==> config.mk <==
export PLATFORM = sky130hd
export DESIGN_NAME = serial_subtractor
export DESIGN_NICKNAME = d
export VERILOG_FILES = /design/src/rtl/serial_subtractor.sv
export SDC_FILE = /design/constraint.sdc
export NUM_CORES = 1
export LEC_CHECK = 0
export BUFFER_PORTS_ARGS = -buffer_cell sky130_fd_sc_hd__buf_2
export CAP_MARGIN = 15
export CORE_UTILIZATION = 40
export CTS_CLUSTER_DIAMETER = 60
export DETAILED_ROUTE_END_ITERATION = 7
export PLACE_DENSITY = 0.64
export SYNTH_ARGS = -nofsm -noshare
export SYNTH_HDL_FRONTEND = slang
export SYNTH_SLANG_ARGS = --single-unit
==> constraint.sdc <==
create_clock -name clk -period 2.4 [get_ports clk]
set_input_delay 0.12 -clock clk [delete_from_list [all_inputs] [get_ports clk]]
set_output_delay 0.12 -clock clk [all_outputs]
set_load 0.01 [all_outputs]
==> src/rtl/serial_subtractor.sv <==
// Bit-serial a - b - bin, LSB first, one bit per clock, start/busy/done handshake.
// Optional SERIAL_SUBTRACTOR_SIGNED_OVF_EN adds a two's-complement overflow output.
//
// Ports:
//   clk, rst          clock, synchronous active-high reset
//   start, a, b, bin  request and operands, captured on the accepting IDLE edge
//   busy              high for exactly WIDTH cycles while bits are processed
//   done              one-cycle pulse when diff/bout (and ovf) become valid
//   diff, bout        difference modulo 2^WIDTH and borrow out of the MSB
//   ovf               signed overflow of the result (only with the macro)
module serial_subtractor #(
  parameter int WIDTH = 8
) (
  input  logic             clk,
  input  logic             rst,
  input  logic             start,
  input  logic [WIDTH-1:0] a,
  input  logic [WIDTH-1:0] b,
  input  logic             bin,
  output logic             busy,
  output logic             done,
  output logic [WIDTH-1:0] diff,
  output logic             bout
`ifdef SERIAL_SUBTRACTOR_SIGNED_OVF_EN
  ,
  output logic             ovf
`endif
);

  localparam int CW = (WIDTH > 1) ? $clog2(WIDTH) : 1;
  localparam logic [CW-1:0] LAST = CW'(WIDTH - 1);

  typedef enum logic [1:0] {
    IDLE  = 2'd0,
    SHIFT = 2'd1,
    DONE  = 2'd2
  } state_t;

  state_t           state_q;
  logic [WIDTH-1:0] sa_q;
  logic [WIDTH-1:0] sb_q;
  logic             br_q;
  logic [CW-1:0]    cnt_q;

  logic x_d;
  logic y_d;
  logic bit_d;
  logic br_d;

  // Full-subtractor on the current LSBs and the running borrow.
  always_comb begin
    x_d   = sa_q[0];
    y_d   = sb_q[0];
    bit_d = x_d ^ y_d ^ br_q;
    br_d  = (~x_d & y_d) | (~(x_d ^ y_d) & br_q);
  end

  always_ff @(posedge clk) begin
    if (rst) begin
      state_q <= IDLE;
      sa_q    <= '0;
      sb_q    <= '0;
      br_q    <= 1'b0;
      cnt_q   <= '0;
      busy    <= 1'b0;
      done    <= 1'b0;
      diff    <= '0;
      bout    <= 1'b0;
`ifdef SERIAL_SUBTRACTOR_SIGNED_OVF_EN
      ovf     <= 1'b0;
`endif
    end else begin
      unique case (state_q)
        IDLE: begin
          done <= 1'b0;
          if (start) begin
            sa_q    <= a;
            sb_q    <= b;
            br_q    <= bin;
            cnt_q   <= '0;
            busy    <= 1'b1;
            state_q <= SHIFT;
          end
        end
        SHIFT: begin
          // diff doubles as the result shift register; it settles at done.
          diff  <= {bit_d, diff[WIDTH-1:1]};
          sa_q  <= sa_q >> 1;
          sb_q  <= sb_q >> 1;
          br_q  <= br_d;
          if (cnt_q == LAST) begin
            busy    <= 1'b0;
            done    <= 1'b1;
            bout    <= br_d;
`ifdef SERIAL_SUBTRACTOR_SIGNED_OVF_EN
            // Borrow into the MSB versus borrow out of it.
            ovf     <= br_q ^ br_d;
`endif
            state_q <= DONE;
          end else begin
            cnt_q <= cnt_q + CW'(1);
          end
        end
        DONE: begin
          done    <= 1'b0;
          state_q <= IDLE;
        end
        default: begin
          busy    <= 1'b0;
          done    <= 1'b0;
          state_q <= IDLE;
        end
      endcase
    end
  end

endmodule

# == Yosys cells after proc, flatten, opt, wreduce, memory -nomap -nowiden ==
# Index checks and enable logic that the tools add are counted.
# word_totals
register_bits,33
out_inout_bits,11
wordCells,48
# op_classes
addsub,1
eq_ne,6
n_mux,15
bitwise,9
reduce_logical,8
# op_table
op,count
8-bit one-hot mux with 2 select lines,2
8-bit 2-to-1 mux,2
3-bit 2-to-1 mux,2
"2-bit != test, second input constant",3
3-bit one-hot mux with 2 select lines,1
2-bit AND reduction,3
3-bit AND reduction,2
2-bit 2-to-1 mux,2
1-bit NOT,4
2-bit one-hot mux with 2 select lines,1
"3-bit by 1-bit adder with 3-bit output, second input constant",1
"3-bit equality test, second input constant",1
1-bit 2-to-1 mux,3
1-bit one-hot mux with 3 select lines,1
1-bit AND,2
"2-bit by 1-bit equality test with 1-bit output, second input constant",1
"2-bit equality test, second input constant",1
2-bit zero test,1
1-bit one-hot mux with 2 select lines,1
2-bit nonzero test,1
2-bit OR reduction,1
1-bit bitwise XOR,2
1-bit bitwise OR,1

# == Depth between registers and ports, before layout ==
# logic_depth
ltp_word,5
mapped_depth,5
mapped_depth_nobuf,5

# == Least setup slack after synthesis ==
# Ideal clock, no wire load.
# synth_path
path_kind,register to register
startpoint,register cnt_q[0]
endpoint,register cnt_q[0]
setup_time_ns,0.070
arrival_ns,1.187
path_slack_ns,1.143
path_stages_with_launch,6
n_path_buf,0
period_less_slack_ns,1.257
path_cell_list,dfxtp_1 > ha_1 > ha_1 > nor4b_1 > a31oi_1 > a21oi_1
# synth_between
elab_chain_cells,3
word_cells_on_any_way,6
classes_between,add/sub (1); eq/ne (2); mux (2); reduce/logical (1)
# synth_lines
item,line,source
start: declaration,43,logic [CW-1:0] cnt_q;
start signal: assignment,101,cnt_q <= cnt_q + CW'(1);
3-bit by 1-bit adder with 3-bit output / 3-bit equality test (equally long branches),"101, 91",
3-bit 2-to-1 mux / 2-bit != test (equally long branches),n/a,
3-bit one-hot mux with 2 select lines / 3-bit AND reduction (equally long branches),n/a,
# Parallel ways exist; a longest one is shown, timed or not. The select of a mux whose other input is x is not followed.
# A chain may end at the register's enable or synchronous reset.

# == Worst setup path after layout ==
# layout_path
startpoint,register state_q[0]
endpoint,register sb_q[1]
# layout_between
elab_chain_cells,3
word_cells_on_any_way,6
classes_between,eq/ne (2); mux (1); reduce/logical (3)
# layout_lines
item,line,source
start: declaration,39,state_t state_q;
start signal: assignment,60,state_q <= IDLE;
start signal: assignment,82,state_q <= SHIFT;
start signal: assignment,99,state_q <= DONE;
2-bit by 1-bit equality test with 1-bit output / 2-bit zero test (equally long branches),73,unique case (state_q)
2-bit nonzero test (no source line) / 2-bit != test (equally long branches),n/a,
2-bit AND reduction (no source line),n/a,
end signal: assignment,89,sb_q <= sb_q >> 1;
end: declaration,41,logic [WIDTH-1:0] sb_q;
# Parallel ways exist; a longest one is shown, timed or not.

==> impl_metrics.ini <==
[pwr]
net-switching-power_mw = 0.291
seqPwrFrac_pct = 51.5
p_int_mw = 0.880
switching_share_pct = 24.9
power.leakage_nw = 0.708
p_clk_share_pct = 35.2
vdd_ir_drop_max_uv = 307
pwr-share-comb_pct = 13.4
powerDensity_mw_per_mm2 = 683

[logic_synthesis]
synth.area.top_cells = dfxtp_1 (44%), mux2i_1 (9.9%), a211oi_1 (5.0%), a211oi_2 (5.0%), nand2_1 (4.7%)
syn_area_mm2 = 0.00151
syn_nets = 182
synth_cells = 158
yosysTopAreaCellShare_pct = 43.7
yosysSeqAreaShare_pct = 43.7
synth_top_cell_by_area = dfxtp_1
syn-mean-instance-area_um2 = 9.57
synth_cell_types = 29
ys_ff_latch = 33
synth_warnings = 0

[clock_network]
cts_tree = built
hold_buffers = 0
clkSinkCount = 33
cts_buffers = 5
root_buffer = clkbuf_8
postCtsSetupBuffers = 0
htreeDepth = 2
ctsResizeCount = 0
clockBufferDepth = 2
cts.clk_slew.worst_paths_ns = 0.07
clk_latency_ns = 0.28

[route]
drtIter0Drc = 33
wl_um = 2820
viasPerCell = 5.03
drtAntennaViolNets = 0
drc = 0
dr_total_vias = 1156
detail_route.wl_per_cell_um = 12.3
drtPass1Iterations = 4

[floorplan]
fp.coreArea_mm2 = 0.00347
die_area_mm2 = 0.00403
rows = 21
io_pins = 31
die_h_um = 63.5
die_x_um = 63.5
initial_core_util_pct = 43.6

[layout]
nNetsFinal = 208
syn2layout_area_growth_pct = 13.2
layout_common_cells = dfxtp_1 (33), buf_2 (30), nor2_1 (19), nand2_1 (19), mux2i_1 (15)
fin_area_mm2 = 0.00171
fillers = 361
ff_latch_area_um2 = 661
layout_commonest_cell = dfxtp_1
final_layout_size_suffix_gt1_share_pct = 25.0
multi_input_area_um2 = 732
num_antenna_cells = 0

[worst_hold_path]
whs_endpoint = sb_q[7]$_SDFFE_PP0P_
hold_class = in -> reg
hold_start = b[7]
hold_depth = 3

[placement]
placed_cell_area_mm2 = 0.00163
hpwl_um = 1960
port_buffers = 30
place_congestion = 0.701

[worst_setup_path]
ff2ff_path_depth = 4
reg2reg_from = state_q[0]$_SDFFE_PP0P_
endpoint_kind = flip-flop
critPathMaxFanout = 30
r2r_slack_ns = 0.90
crit_type = reg -> reg
regToRegEndpoint = sb_q[1]$_SDFFE_PP0P_
worstPathArrival_ns = 1.69
critical_path.startpoint_type = flip-flop
crit_required_ns = 2.59

[timing]
period_needed_ns = 1.50
setup-tns-final_ns = 0
setup_viol = 0
fin_crit_sh_pct = 62.6
maxSlewHeadroom_pct = 56.5
fmax_mhz = 666
rsz0062_at_grt = false
drv_slew = 0
finClkSkew_ns = 0.00534
worst_pin_slew_ns = 0.652
hold_viol_final = 0

[global_routing]
first_global_vias = 1117
grt_pass1_wl_um = 4900
gr-total-overflow = 0
grt_util_all_layers_pct = 15.8
grt_max_degree = 34
grt_antenna_before_repair = 0

[status]
status = finished, final reports clean

[flow_run]
maxCapViolCount = 0
[flip-flops by register name, summed over array words and instances (netlist names)]
register,count
diff,8
sa_q,8
sb_q,8
cnt_q,3
state_q,2
bout,1
br_q,1
busy,1
done,1
[kinds of logic (layout without fill, tap and decap cells)]
group	after synthesis	in the layout	share of synthesized area (%)
muxes	15	15	9.93
and+or+nand+nor	53	53	16.2
buffers and inverters	16	42	7.94
AOI/OAI and AO/OA	37	37	18.4
adders and majority gates	4	4	3.81
DFF	33	33	43.7
[through the flow]
stage | utilization (%) | power (mW) | worst slack (ns) | instances | hold slack (ns)
6_report | 49.4 | 1.17 | 0.898 | 230 | 0.130
5_1_grt | 49.4 | 1.24 | 0.687 | 230 | 0.133
4_1_cts | 49.4 | 1.19 | 0.896 | 230 | 0.128
3_5_place_dp | 46.9 | 0.773 | 0.921 | 223 | 0.428
3_3_place_gp | 46.9 | 0.765 | 0.983 | 223 | 0.427
2_1_floorplan | - | 0.745 | 1.14 | 158 | 0.293
[cell type report]
| type | instances | area share [%] |
|---|---|---|
| timing repair buffer | 32 | 9.64 |
| sequential | 33 | 38.6 |
| tap | 46 | 3.36 |
| inverter | 3 | 0.657 |
| clock buffer | 7 | 5.04 |
| multi-input combinational | 109 | 42.7 |
[worst max-delay path: stages, from the launching register on]
cell and delay, ns:
dfxtp_1 0.45, buf_4 0.24, o21ba_4 0.40, nor2_1 0.07
a211oi_1 0.24
[per-layer routing]
layer	vias up	track usage (%)	share of wire, %	wire, µm
li1	603	-	-	-
met1	523	18.3	45	1280
met2	26	25.9	48	1360
met3	4	6.16	4.8	136
met4	0	5.97	1.3	38
met5	-	0	0	0
[power by group through the flow]
stage               sequential [mW]  combinational (mW)  clock [mW]
floorplan                     0.611               0.135           0
global placement              0.612               0.153           0
detailed placement            0.615               0.158           0
CTS                           0.603               0.159       0.427
global route                  0.606               0.179       0.457
finish                        0.602               0.156       0.412
[worst max path at each step]
stage | cells past startpoint | slack [ns] | start | end
3_5_place_dp | 4 | 0.92 | state_q[0]$_SDFFE_PP0P_ | sa_q[2]$_SDFFE_PP0P_
4_1_cts | 4 | 0.90 | state_q[0]$_SDFFE_PP0P_ | sb_q[1]$_SDFFE_PP0P_
6_report | 4 | 0.90 | state_q[0]$_SDFFE_PP0P_ | sb_q[1]$_SDFFE_PP0P_
3_3_place_gp | 4 | 0.98 | state_q[0]$_SDFFE_PP0P_ | sb_q[4]$_SDFFE_PP0P_
5_1_grt | 4 | 0.69 | state_q[0]$_SDFFE_PP0P_ | sa_q[1]$_SDFFE_PP0P_
2_1_floorplan | 5 | 1.14 | cnt_q[0]$_SDFFE_PP0P_ | cnt_q[0]$_SDFFE_PP0P_
[cell usage after synthesis (all sizes together)]
cell	count
nor2	19
ha	3
and4bb	1
nor3b	1
o21bai	1
a21o	1
nand3	4
clkbuf	4
a311oi	1
inv	3
nor4b	1
o21ba	1
nor3	1
a211oi	16
mux2i	15
dfxtp	33
nand4bb	1
a21oi	13
nor2b	1
o21ai	1
nand2	19
a31oi	3
buf	9
nand2b	5
fa	1
(Power assumes the default switching activity.)
